File: config.mk
export PLATFORM = sky130hd
export DESIGN_NAME = mem_access_unit_flat
export DESIGN_NICKNAME = d
export VERILOG_FILES = /design/src/rtl/mem_access_unit_pkg.sv /design/src/rtl/mem_access_unit_if.sv /design/src/rtl/load_align.sv /design/src/rtl/mem_access_unit.sv /design/src/flat_wrapper.sv
export SDC_FILE = /design/constraint.sdc
export NUM_CORES = 1
export LEC_CHECK = 0
export ABC_AREA = 1
export BUFFER_PORTS_ARGS = -buffer_cell sky130_fd_sc_hd__buf_4
export CORE_MARGIN = 2
export CORE_UTILIZATION = 51
export CTS_CLUSTER_SIZE = 40
export DETAILED_ROUTE_END_ITERATION = 10
export PLACE_DENSITY_LB_ADDON = 0.25
export SLEW_MARGIN = 30
export SYNTH_ARGS = -nofsm -noshare
export SYNTH_HDL_FRONTEND = slang
export SYNTH_SLANG_ARGS = --single-unit
File: constraint.sdc
create_clock -name clk -period 6.3 [get_ports clk]
set_input_delay 0.945 -clock clk [delete_from_list [all_inputs] [get_ports clk]]
set_output_delay 0.945 -clock clk [all_outputs]
set_load 0.01 [all_outputs]
File: src/rtl/mem_access_unit_pkg.sv
// ============================================================================
// Module      : mem_access_unit_pkg
// Description : Shared widths, state encodings, bit_width positions and
//               store-lane helpers for the memory access unit.
// Revision    : 1.0 - initial release
// ============================================================================
`default_nettype none

package mem_access_unit_pkg;

  localparam int ES_TO_MS_BUS_WD = 103;
  localparam int MS_TO_ES_BUS_WD = 34;

  // bit_width one-hot positions; the reserved bit behaves as a word access
  localparam int BW_BYTE = 0;
  localparam int BW_HALF = 1;
  localparam int BW_WORD = 2;
  localparam int BW_RSVD = 3;

  localparam logic [1:0] S_IDLE = 2'd0;
  localparam logic [1:0] S_REQ  = 2'd1;
  localparam logic [1:0] S_WAIT = 2'd2;
  localparam logic [1:0] S_DONE = 2'd3;

  localparam logic [1:0] SIZE_BYTE = 2'd0;
  localparam logic [1:0] SIZE_HALF = 2'd1;
  localparam logic [1:0] SIZE_WORD = 2'd2;

  typedef struct packed {
    logic [31:0] addr;
    logic        is_unsigned;
    logic        mem_we;
    logic        mem_re;
    logic [3:0]  bit_width;
    logic [31:0] wdata;
    logic [31:0] pc;
  } es_to_ms_t;

  function automatic logic [3:0] store_strb(input logic [1:0] size, input logic [1:0] addr);
    logic [3:0] strb;
    case (size)
      SIZE_BYTE: strb = 4'b0001 << addr;
      SIZE_HALF: strb = 4'b0011 << addr;
      default:   strb = 4'b1111;
    endcase
    return strb;
  endfunction

  function automatic logic [31:0] store_lanes(input logic [1:0] size, input logic [31:0] wdata);
    logic [31:0] lanes;
    case (size)
      SIZE_BYTE: lanes = {4{wdata[7:0]}};
      SIZE_HALF: lanes = {2{wdata[15:0]}};
      default:   lanes = wdata;
    endcase
    return lanes;
  endfunction

endpackage

`default_nettype wire

File: src/rtl/mem_access_unit_if.sv
// ============================================================================
// Module      : mem_access_unit_if
// Description : Pipeline and data-bus signals of the memory access unit.
// Revision    : 1.0 - initial release
// ============================================================================
`default_nettype none

interface mem_access_unit_if;
  import mem_access_unit_pkg::*;

  logic [ES_TO_MS_BUS_WD-1:0] es_to_ms_bus;
  logic [MS_TO_ES_BUS_WD-1:0] ms_to_es_bus;
  logic                       ws_ready;
  logic                       data_req;
  logic                       data_wr;
  logic [1:0]                 data_size;
  logic [3:0]                 data_wstrb;
  logic [31:0]                data_addr;
  logic [31:0]                data_wdata;
  logic                       data_addr_ok;
  logic                       data_data_ok;
  logic [31:0]                data_rdata;

  modport slave (
    input  es_to_ms_bus, ws_ready, data_addr_ok, data_data_ok, data_rdata,
    output ms_to_es_bus, data_req, data_wr, data_size, data_wstrb, data_addr, data_wdata
  );

  modport master (
    output es_to_ms_bus, ws_ready, data_addr_ok, data_data_ok, data_rdata,
    input  ms_to_es_bus, data_req, data_wr, data_size, data_wstrb, data_addr, data_wdata
  );

endinterface

`default_nettype wire

File: src/rtl/load_align.sv
// ============================================================================
// Module      : load_align
// Description : Selects the addressed byte/half of a load word and extends it.
// Revision    : 1.0 - initial release
// ============================================================================
`default_nettype none

module load_align
  import mem_access_unit_pkg::*;
(
  input  wire logic [31:0] rdata,
  input  wire logic [1:0]  addr,
  input  wire logic [1:0]  size,
  input  wire logic        is_unsigned,
  output logic      [31:0] result
);

  logic [7:0]  w_byte;
  logic [15:0] w_half;

  always_comb begin
    case (addr)
      2'd0:    w_byte = rdata[7:0];
      2'd1:    w_byte = rdata[15:8];
      2'd2:    w_byte = rdata[23:16];
      default: w_byte = rdata[31:24];
    endcase
    w_half = addr[1] ? rdata[31:16] : rdata[15:0];
  end

  always_comb begin
    case (size)
      SIZE_BYTE: result = is_unsigned ? {24'h0, w_byte} : {{24{w_byte[7]}}, w_byte};
      SIZE_HALF: result = is_unsigned ? {16'h0, w_half} : {{16{w_half[15]}}, w_half};
      default:   result = rdata;
    endcase
  end

endmodule

`default_nettype wire

File: src/rtl/mem_access_unit.sv
// ============================================================================
// Module      : mem_access_unit
// Description : Issues one data-bus transaction per aligned load/store and
//               returns the formatted result to the execute stage.
// Revision    : 1.0 - initial release
// ============================================================================
`default_nettype none

module mem_access_unit
  import mem_access_unit_pkg::*;
(
  input  wire logic         clk,
  input  wire logic         reset,
  mem_access_unit_if.slave  bus
);

  es_to_ms_t   w_es;
  logic        w_is_half;
  logic        w_is_word;
  logic        w_mem_op;
  logic        w_excp_ale;
  logic        w_start;
  logic        w_capture;
  logic [1:0]  w_size;
  logic [31:0] w_load_result;
  logic        w_dcache_ok;
  logic [31:0] w_mem_result;
  logic [1:0]  w_state_nxt;
  logic        w_unused_pc;

  logic [1:0]  r_state;
  logic        r_wr;
  logic [1:0]  r_size;
  logic        r_unsigned;
  logic [3:0]  r_wstrb;
  logic [31:0] r_addr;
  logic [31:0] r_wdata;
  logic [31:0] r_result;

  assign w_es        = es_to_ms_t'(bus.es_to_ms_bus);
  assign w_unused_pc = &{1'b0, w_es.pc, 1'b0};

  assign w_is_half  = w_es.bit_width[BW_HALF];
  assign w_is_word  = w_es.bit_width[BW_WORD] | w_es.bit_width[BW_RSVD];
  assign w_mem_op   = w_es.mem_we | w_es.mem_re;
  assign w_excp_ale = w_mem_op & ((w_is_half & w_es.addr[0]) | (w_is_word & (|w_es.addr[1:0])));
  assign w_size     = w_es.bit_width[BW_BYTE] ? SIZE_BYTE :
                      w_is_half                ? SIZE_HALF : SIZE_WORD;

  assign w_start   = (r_state == S_IDLE) && w_mem_op && !w_excp_ale;
  assign w_capture = ((r_state == S_REQ)  && bus.data_addr_ok && bus.data_data_ok) ||
                     ((r_state == S_WAIT) && bus.data_data_ok);

  always_comb begin
    w_state_nxt = r_state;
    case (r_state)
      S_IDLE: if (w_start) w_state_nxt = S_REQ;
      S_REQ:  if (bus.data_addr_ok) w_state_nxt = bus.data_data_ok ? S_DONE : S_WAIT;
      S_WAIT: if (bus.data_data_ok) w_state_nxt = S_DONE;
      default: if (bus.ws_ready) w_state_nxt = S_IDLE;
    endcase
  end

  // Request fields are latched on entry so the bus stays stable through REQ/WAIT
  always_ff @(posedge clk or posedge reset) begin
    if (reset) begin
      r_state    <= S_IDLE;
      r_wr       <= 1'b0;
      r_size     <= SIZE_BYTE;
      r_unsigned <= 1'b0;
      r_wstrb    <= 4'h0;
      r_addr     <= 32'h0;
      r_wdata    <= 32'h0;
      r_result   <= 32'h0;
    end else begin
      r_state <= w_state_nxt;
      if (w_start) begin
        r_wr       <= w_es.mem_we;
        r_size     <= w_size;
        r_unsigned <= w_es.is_unsigned;
        r_wstrb    <= w_es.mem_we ? store_strb(w_size, w_es.addr[1:0]) : 4'h0;
        r_addr     <= w_es.addr;
        r_wdata    <= store_lanes(w_size, w_es.wdata);
      end
      if (w_capture) begin
        r_result <= w_load_result;
      end
    end
  end

  load_align u_load_align (
    .rdata       (bus.data_rdata),
    .addr        (r_addr[1:0]),
    .size        (r_size),
    .is_unsigned (r_unsigned),
    .result      (w_load_result)
  );

  always_comb begin
    case (r_state)
      S_IDLE:  w_dcache_ok = !w_start;
      S_DONE:  w_dcache_ok = 1'b1;
      default: w_dcache_ok = 1'b0;
    endcase
  end

  assign w_mem_result = ((r_state == S_DONE) && !r_wr) ? r_result : 32'h0;

  // Reset forces the idle response regardless of what the execute stage presents
  assign bus.ms_to_es_bus = {w_excp_ale & ~reset, w_dcache_ok | reset, w_mem_result};
  assign bus.data_req     = (r_state == S_REQ);
  assign bus.data_wr      = r_wr;
  assign bus.data_size    = r_size;
  assign bus.data_wstrb   = r_wstrb;
  assign bus.data_addr    = r_addr;
  assign bus.data_wdata   = r_wdata;

endmodule

`default_nettype wire

File: src/flat_wrapper.sv
// flat-port wrapper written by rule: the top's interface ports become plain ports
module mem_access_unit_flat import mem_access_unit_pkg::*;
  (clk, reset, bus_es_to_ms_bus, bus_ws_ready, bus_data_addr_ok, bus_data_data_ok, bus_data_rdata, bus_ms_to_es_bus, bus_data_req, bus_data_wr, bus_data_size, bus_data_wstrb, bus_data_addr, bus_data_wdata);
  mem_access_unit_if bus_i ();
  input  wire logic clk;
  input  wire logic reset;
  input wire logic [$bits(bus_i.es_to_ms_bus)-1:0] bus_es_to_ms_bus;
  input wire logic [$bits(bus_i.ws_ready)-1:0] bus_ws_ready;
  input wire logic [$bits(bus_i.data_addr_ok)-1:0] bus_data_addr_ok;
  input wire logic [$bits(bus_i.data_data_ok)-1:0] bus_data_data_ok;
  input wire logic [$bits(bus_i.data_rdata)-1:0] bus_data_rdata;
  output wire logic [$bits(bus_i.ms_to_es_bus)-1:0] bus_ms_to_es_bus;
  output wire logic [$bits(bus_i.data_req)-1:0] bus_data_req;
  output wire logic [$bits(bus_i.data_wr)-1:0] bus_data_wr;
  output wire logic [$bits(bus_i.data_size)-1:0] bus_data_size;
  output wire logic [$bits(bus_i.data_wstrb)-1:0] bus_data_wstrb;
  output wire logic [$bits(bus_i.data_addr)-1:0] bus_data_addr;
  output wire logic [$bits(bus_i.data_wdata)-1:0] bus_data_wdata;
  assign bus_i.es_to_ms_bus = bus_es_to_ms_bus;
  assign bus_i.ws_ready = bus_ws_ready;
  assign bus_i.data_addr_ok = bus_data_addr_ok;
  assign bus_i.data_data_ok = bus_data_data_ok;
  assign bus_i.data_rdata = bus_data_rdata;
  assign bus_ms_to_es_bus = bus_i.ms_to_es_bus;
  assign bus_data_req = bus_i.data_req;
  assign bus_data_wr = bus_i.data_wr;
  assign bus_data_size = bus_i.data_size;
  assign bus_data_wstrb = bus_i.data_wstrb;
  assign bus_data_addr = bus_i.data_addr;
  assign bus_data_wdata = bus_i.data_wdata;
  mem_access_unit u_core (.clk(clk), .reset(reset), .bus(bus_i));
endmodule
==> impl_metrics.toml, run 1 <==
[timing]
holdWs_ns = 0.486
fin_crit_sh_pct = 45.1
period_minus_slack_ns = 2.84
fin_setup_tns_ns = 0
maxSlewViolCount = 0
worst_pin_slew_ns = 0.922
rsz0062_at_grt = "false"
slew_headroom_pct = 38.6
hold_viol_final = 0
clock_skew_ns = 0.0100
setup_viol = 0
max_clock_freq_mhz = 352

[route]
drt-met1-wl_um = 6110
drt-total-wl_um = 14800
wl_per_cell_um = 13.8
wl_met2_um = 7000
ant_nets = 0
dr.first_iter.drc_count = 324
met3_wirelength_um = 1260
drc = 0
vias_per_cell = 4.97
drtPass1Iterations = 5
routed.top_layer = "met4"
vias = 5338

[final_layout]
n_fill_cell = 918
drive_gt1_share_pct = 26.1
nets = 1076
antenna_cells = 0
syn_to_final_growth_pct = 33.0

[setup_path]
critPathSlowestCell = "nor2_1"
path_buf_inv = 2
path_cells = "buf_4 -> nor2_1 -> nor2_1 -> nand2_1 -> nand2_2 -> nand2_1 -> nand2_1 -> nand2_1 -> nand2_1 -> buf_4"
crit_end = "bus_ms_to_es_bus[32]"
cp_max_fo = 6
worstSetupPathType = "in2out"
r2r_cells = 9
cpPeakStageDelay_ns = 0.16
r2r_slack_ns = 3.64
critical_path.top_delay_family = "simple AND/OR/NAND/NOR gates"
reg2reg_from = "u_core.r_state[0]"
critPathRequiredTime_ns = 5.35
worstReg2RegEnd = "u_core.bus.data_wdata[19]"
arrival_ns = 1.90
cp-end-kind = "output port"
cpMostUsedCell = "nand2_1"
crit_cells = 10
start_kind = "primary input"
worstSetupStartpoint = "bus_es_to_ms_bus[71]"

[yosys]
synthAdderAreaFrac_pct = 0.929
synth_area_leaders = "dfrtp_1, nand2_1, inv_1"
synth_top_area_share_pct = 49.2
synth_compound_area_share_pct = 11.8
ys_seq_area_share_pct = 49.2
syn_nets = 887
synth_top_family_by_area = "simple AND/OR/NAND/NOR gates"
synth_flop_cell = "dfrtp_1"
ys_warn_count = 0
synth_common_cells = "nand2_1, dfrtp_1, inv_1"
synth_edf_count = 0
syn_avg_cell_area_um2 = 7.25
syn_inst = 743
async_flop_share_pct = 100
synth_mux_area_share_pct = 0
ys_types = 23
synth_top_area_cell = "dfrtp_1"
yosysMostFrequentCell = "nand2_1"
syn-cell-area_mm2 = 0.00539
yosys.area_share.simple_pct = 28.2
synth_xor_area_share_pct = 0
synth_seq_cells = 106

[clocking]
cts_resized = 0
clk_latency_ns = 0.36
ctsHoldBuffers = 0
post_cts_buffers = 0
clk_pin_slew_worst_paths_ns = 0.09
cts-root-buf = "clkbuf_8"
cts_sinks = 106
tritoncts = "built"
htreeDepth = 3
cts_buffers = 9
cts_buffer_depth = 2

[grt]
grt_pass1_vias = 4982
grt_overflow = 0
grt_pass1_wl_um = 23800
antenna_found_initial = 0
grt.total_usage_pct = 26.2
grt_max_degree = 100

[power_and_ir_drop]
ir_drop_mv = 0.222
sequentialPowerShare_pct = 38.8
powerDensity_mw_per_mm2 = 439
p_comb_share_pct = 48.3
clkPwrFrac_pct = 12.9
swShare_pct = 42.2
power.internal_mw = 1.82
p_leak_nw = 4.11
power.switching_mw = 1.33

[die]
die_h_um = 107
io_pins = 246
start_util_pct = 52.4
fp.dieArea_mm2 = 0.0114
placementRows = 37
core_area_mm2 = 0.0103
die_width_um = 107

[min_path]
hold_class = "reg2reg"

[placement]
hpwl_um = 10600
io_buffers = 213
gp_congestion = 0.907

[status]
status = "finished clean"

[run]
maxCapViolCount = 0
==> cell families (layout without fill, tap and decap cells) <==
family	Yosys count	after routing
compound gates	122	122
fa+ha+maj	4	4
buf+inv	122	316
flops	106	106
simple gates	389	389
==> cell type report <==
| cell class | instances | area [µm²] | share of cell area, % |
|---|---|---|---|
| clock inverter | 6 | 48.8 | 0.681 |
| multi-input combinational | 515 | 2210 | 30.9 |
| tap | 136 | 170 | 2.38 |
| inverter | 84 | 318 | 4.44 |
| clock buffer | 10 | 138 | 1.92 |
| timing repair buffer | 216 | 1630 | 22.7 |
| sequential | 106 | 2650 | 37.0 |
==> power groups by stage <==
stage	Combinational (mW)	Sequential (mW)	Clock, mW
CTS	1.54	1.22	0.411
floorplan	0.888	1.25	0
global route	1.72	1.26	0.443
finish	1.52	1.22	0.406
detailed placement	1.54	1.22	0
global placement	1.50	1.22	0
==> worst register-to-register path: stages (launching register included) <==
cell and delay, ns:
dfrtp_1 0.44, inv_1 0.09, ha_1 0.23, inv_1 0.06, nor2_1 0.04, nand2_2 0.07, buf_4 0.69, inv_2 0.60
o211ai_1 0.25, nand2_1 0.07
==> metal layers <==
| metal | vias to the layer above | GRT usage [%] |
|---|---|---|
| met5 | - | 0 |
| met4 | 0 | 9.55 |
| met1 | 2431 | 34.1 |
| met2 | 202 | 42.4 |
| li1 | 2675 | - |
| met3 | 30 | 6.81 |
==> registers in the layout (all words and copies together) (netlist names) <==
name                   cells
u_core.bus.data_wr         1
u_core.r_state             2
u_core.bus.data_size       2
u_core.bus.data_wstrb      4
u_core.r_result           32
u_core.bus.data_wdata     32
u_core.bus.data_addr      32
u_core.r_unsigned          1
==> cells in the final DEF, fill, tap and decap left out, types with 4 or more instances in the layout <==
| master | count |
|---|---|
| nand2_1 | 290 |
| nor2_1 | 65 |
| inv_1 | 78 |
| nand3_1 | 27 |
| dfrtp_1 | 105 |
| a21oi_1 | 50 |
| inv_2 | 4 |
| clkbuf_8 | 10 |
| o21ai_0 | 58 |
| ha_1 | 4 |
| buf_4 | 215 |
| o211ai_1 | 8 |
==> worst min-delay path by stage <==
stage | end | slack [ns] | startpoint | cells past startpoint
3_3_place_gp | u_core.bus.data_addr[2] | 0.46 | u_core.bus.data_addr[2] | 2
5_1_grt | u_core.r_result[9] | 0.50 | u_core.r_result[9] | 2
3_5_place_dp | u_core.r_result[9] | 0.47 | u_core.r_result[9] | 2
2_1_floorplan | u_core.r_result[10] | 0.45 | u_core.r_result[10] | 2
4_1_cts | u_core.r_result[9] | 0.49 | u_core.r_result[9] | 2
6_report | u_core.bus.data_addr[13] | 0.49 | u_core.bus.data_addr[13] | 2
==> per-stage QoR <==
stage / utilization, % / area (µm²) / setup WS, ns / power, mW / std cells
detailed placement: 67.9 / 6980 / 3.18 / 2.75 / 1057
global route: 69.7 / 7160 / 3.34 / 3.42 / 1073
floorplan: - / 5390 / 1.84 / 2.14 / 743
finish: 69.7 / 7160 / 3.46 / 3.15 / 1073
global placement: 67.8 / 6970 / 3.20 / 2.72 / 1057
CTS: 69.7 / 7160 / 3.43 / 3.16 / 1073
Note: power is estimated with default switching activity, not from simulation.
==> run 2: changes to the inputs <==
--- a/config.mk
+++ b/config.mk
@@ -8,7 +8,7 @@
 export ABC_AREA = 1
 export BUFFER_PORTS_ARGS = -buffer_cell sky130_fd_sc_hd__buf_4
 export CORE_MARGIN = 2
-export CORE_UTILIZATION = 51
+export CORE_UTILIZATION = 43
 export CTS_CLUSTER_SIZE = 40
 export DETAILED_ROUTE_END_ITERATION = 10
 export PLACE_DENSITY_LB_ADDON = 0.25
==> constraint.sdc (replaced) <==
create_clock -name clk -period 2.5 [get_ports clk]
set_input_delay 0.375 -clock clk [delete_from_list [all_inputs] [get_ports clk]]
set_output_delay 0.375 -clock clk [all_outputs]
set_load 0.01 [all_outputs]
==> run 2 against run 1 <==
Against the previous run: worst hold slack got worse by 0.27 ns; routed wire length up 4.4%; global-route usage shrank 2.9 points; utilization shrank 8.8 points; critical endpoint unchanged; first-iteration DRC count increased by 23%; register-to-register slack worse by 3.2 ns; die area rose by 18%; sequential cell count unchanged; largest cell class unchanged; critical path depth is the same; sequential share of layout area is 1.1 points lower; clock power rose to 3.3 times the previous value.
==> impl_metrics.toml, run 2 (same netlist as run 1, synthesis figures left out) <==
[clocking]
cts_buffer_depth = 2
tritoncts = "built"
post_cts_buffers = 0
clk_pin_slew_worst_paths_ns = 0.07
ctsHoldBuffers = 0
htreeDepth = 3
cts_resized = 0
clk_latency_ns = 0.35
cts_sinks = 106
cts_buffers = 9
cts-root-buf = "clkbuf_16"

[grt]
grt_overflow = 0
top_usage_layer = "met2"
grt_pass1_vias = 5029
gr-usage-met1_pct = 29.6
grt_max_degree = 107
grt.total_usage_pct = 23.3
antenna_found_initial = 0
grt_use_met2_pct = 38.2
grt_util_met3_pct = 7.74
grt_pass1_wl_um = 24500

[setup_path]
worstSetupPathType = "reg2out"
arrival_ns = 1.81
critPathRequiredTime_ns = 2.12
cp-end-kind = "output port"
worstReg2RegEnd = "u_core.bus.data_wdata[14]"
cp_max_fo = 6
reg2reg_from = "u_core.r_state[0]"
r2r_cells = 8
start_kind = "flip-flop"
r2r_slack_ns = 0.48

[placement]
post_dp_cell_area_mm2 = 0.00709
place_ws_ns = 0.497
io_buffers = 213
gp_congestion = 0.875
place_inst = 1095
hpwl_um = 11200

[timing]
max_clock_freq_mhz = 457
setup_viol = 0
maxSlewViolCount = 0
clock_skew_ns = 0.00601
worst_pin_slew_ns = 0.569
worst_slack_ns = 0.313
fin_setup_tns_ns = 0
period_minus_slack_ns = 2.19
rsz0062_at_grt = "false"
slew_headroom_pct = 62.1
holdWs_ns = 0.220
fin_crit_sh_pct = 87.5
hold_viol_final = 0

[final_layout]
syn_to_final_growth_pct = 36.9
postLayoutCellArea_mm2 = 0.00737
final_cell_mix = "nand2_1, buf_4, dfrtp_1"
final_util_pct = 60.9
antenna_cells = 0
drive_gt1_share_pct = 26.4
final_cells = 1111
layout_commonest_cell = "nand2_1"
nets = 1082

[route]
drt-total-wl_um = 15400
drc = 0
vias_per_cell = 4.78
ant_nets = 0
dr.first_iter.drc_count = 400
drtPass1Iterations = 5
wl_per_cell_um = 13.9
vias = 5312

[run]
maxCapViolCount = 0

[die]
fp.dieArea_mm2 = 0.0134
core_area_mm2 = 0.0121
die_width_um = 116
die_h_um = 116
io_pins = 246
placementRows = 40
start_util_pct = 44.5

[power_and_ir_drop]
power_mw = 8.34
p_leak_nw = 4.20
powerDensity_mw_per_mm2 = 1130
ir_drop_mv = 0.514

[status]
status = "finished clean"

[min_path]
hold_class = "in2async"
-- run 2: per-layer routing --
metal	part of all wire (%)	vias to the layer above	wire length, µm
met4	1.8	0	274
met5	0	-	0
met1	42	2400	6440
li1	-	2687	-
met3	9.5	20	1470
met2	47	205	7250
-- run 2: final cells by class --
cell class | instances | area (µm²)
fill | 1175 | 4740
inverter | 84 | 319
tap | 168 | 210
clock buffer | 10 | 239
sequential | 106 | 2650
timing repair buffer | 222 | 1700
multi-input combinational | 515 | 2210
clock inverter | 6 | 41.3
-- run 2: how the worst max path moves through the flow --
stage	from	endpoint	slack (ns)	depth (start not counted)
after CTS	u_core.r_state[0]	bus_ms_to_es_bus[32]	0.29	10
after global routing	u_core.r_state[0]	bus_ms_to_es_bus[32]	0.13	10
after floorplan	reset	bus_ms_to_es_bus[32]	-0.1	2
after global placement	u_core.r_state[0]	u_core.bus.data_wdata[14]	0.51	8
final	u_core.r_state[0]	bus_ms_to_es_bus[32]	0.31	10
after detailed placement	u_core.r_state[0]	u_core.bus.data_wdata[14]	0.50	8
-- run 2: worst max-delay path, stage by stage (launching register included) --
cell     delay, ns
dfrtp_1       0.42
inv_1         0.10
ha_1          0.20
inv_1         0.05
nor2_1        0.12
nand2_2       0.13
nand2_1       0.15
nand2_1       0.06
nand2_1       0.05
nand2_1       0.05
buf_4         0.14
-- run 2: where the power goes --
group | total, mW | switching, mW | internal, mW | leakage, nW
registers | 3.00 | 0.472 | 2.53 | 1.31
clock network | 1.35 | 0.642 | 0.705 | 0.143
logic | 3.99 | 2.27 | 1.72 | 2.75
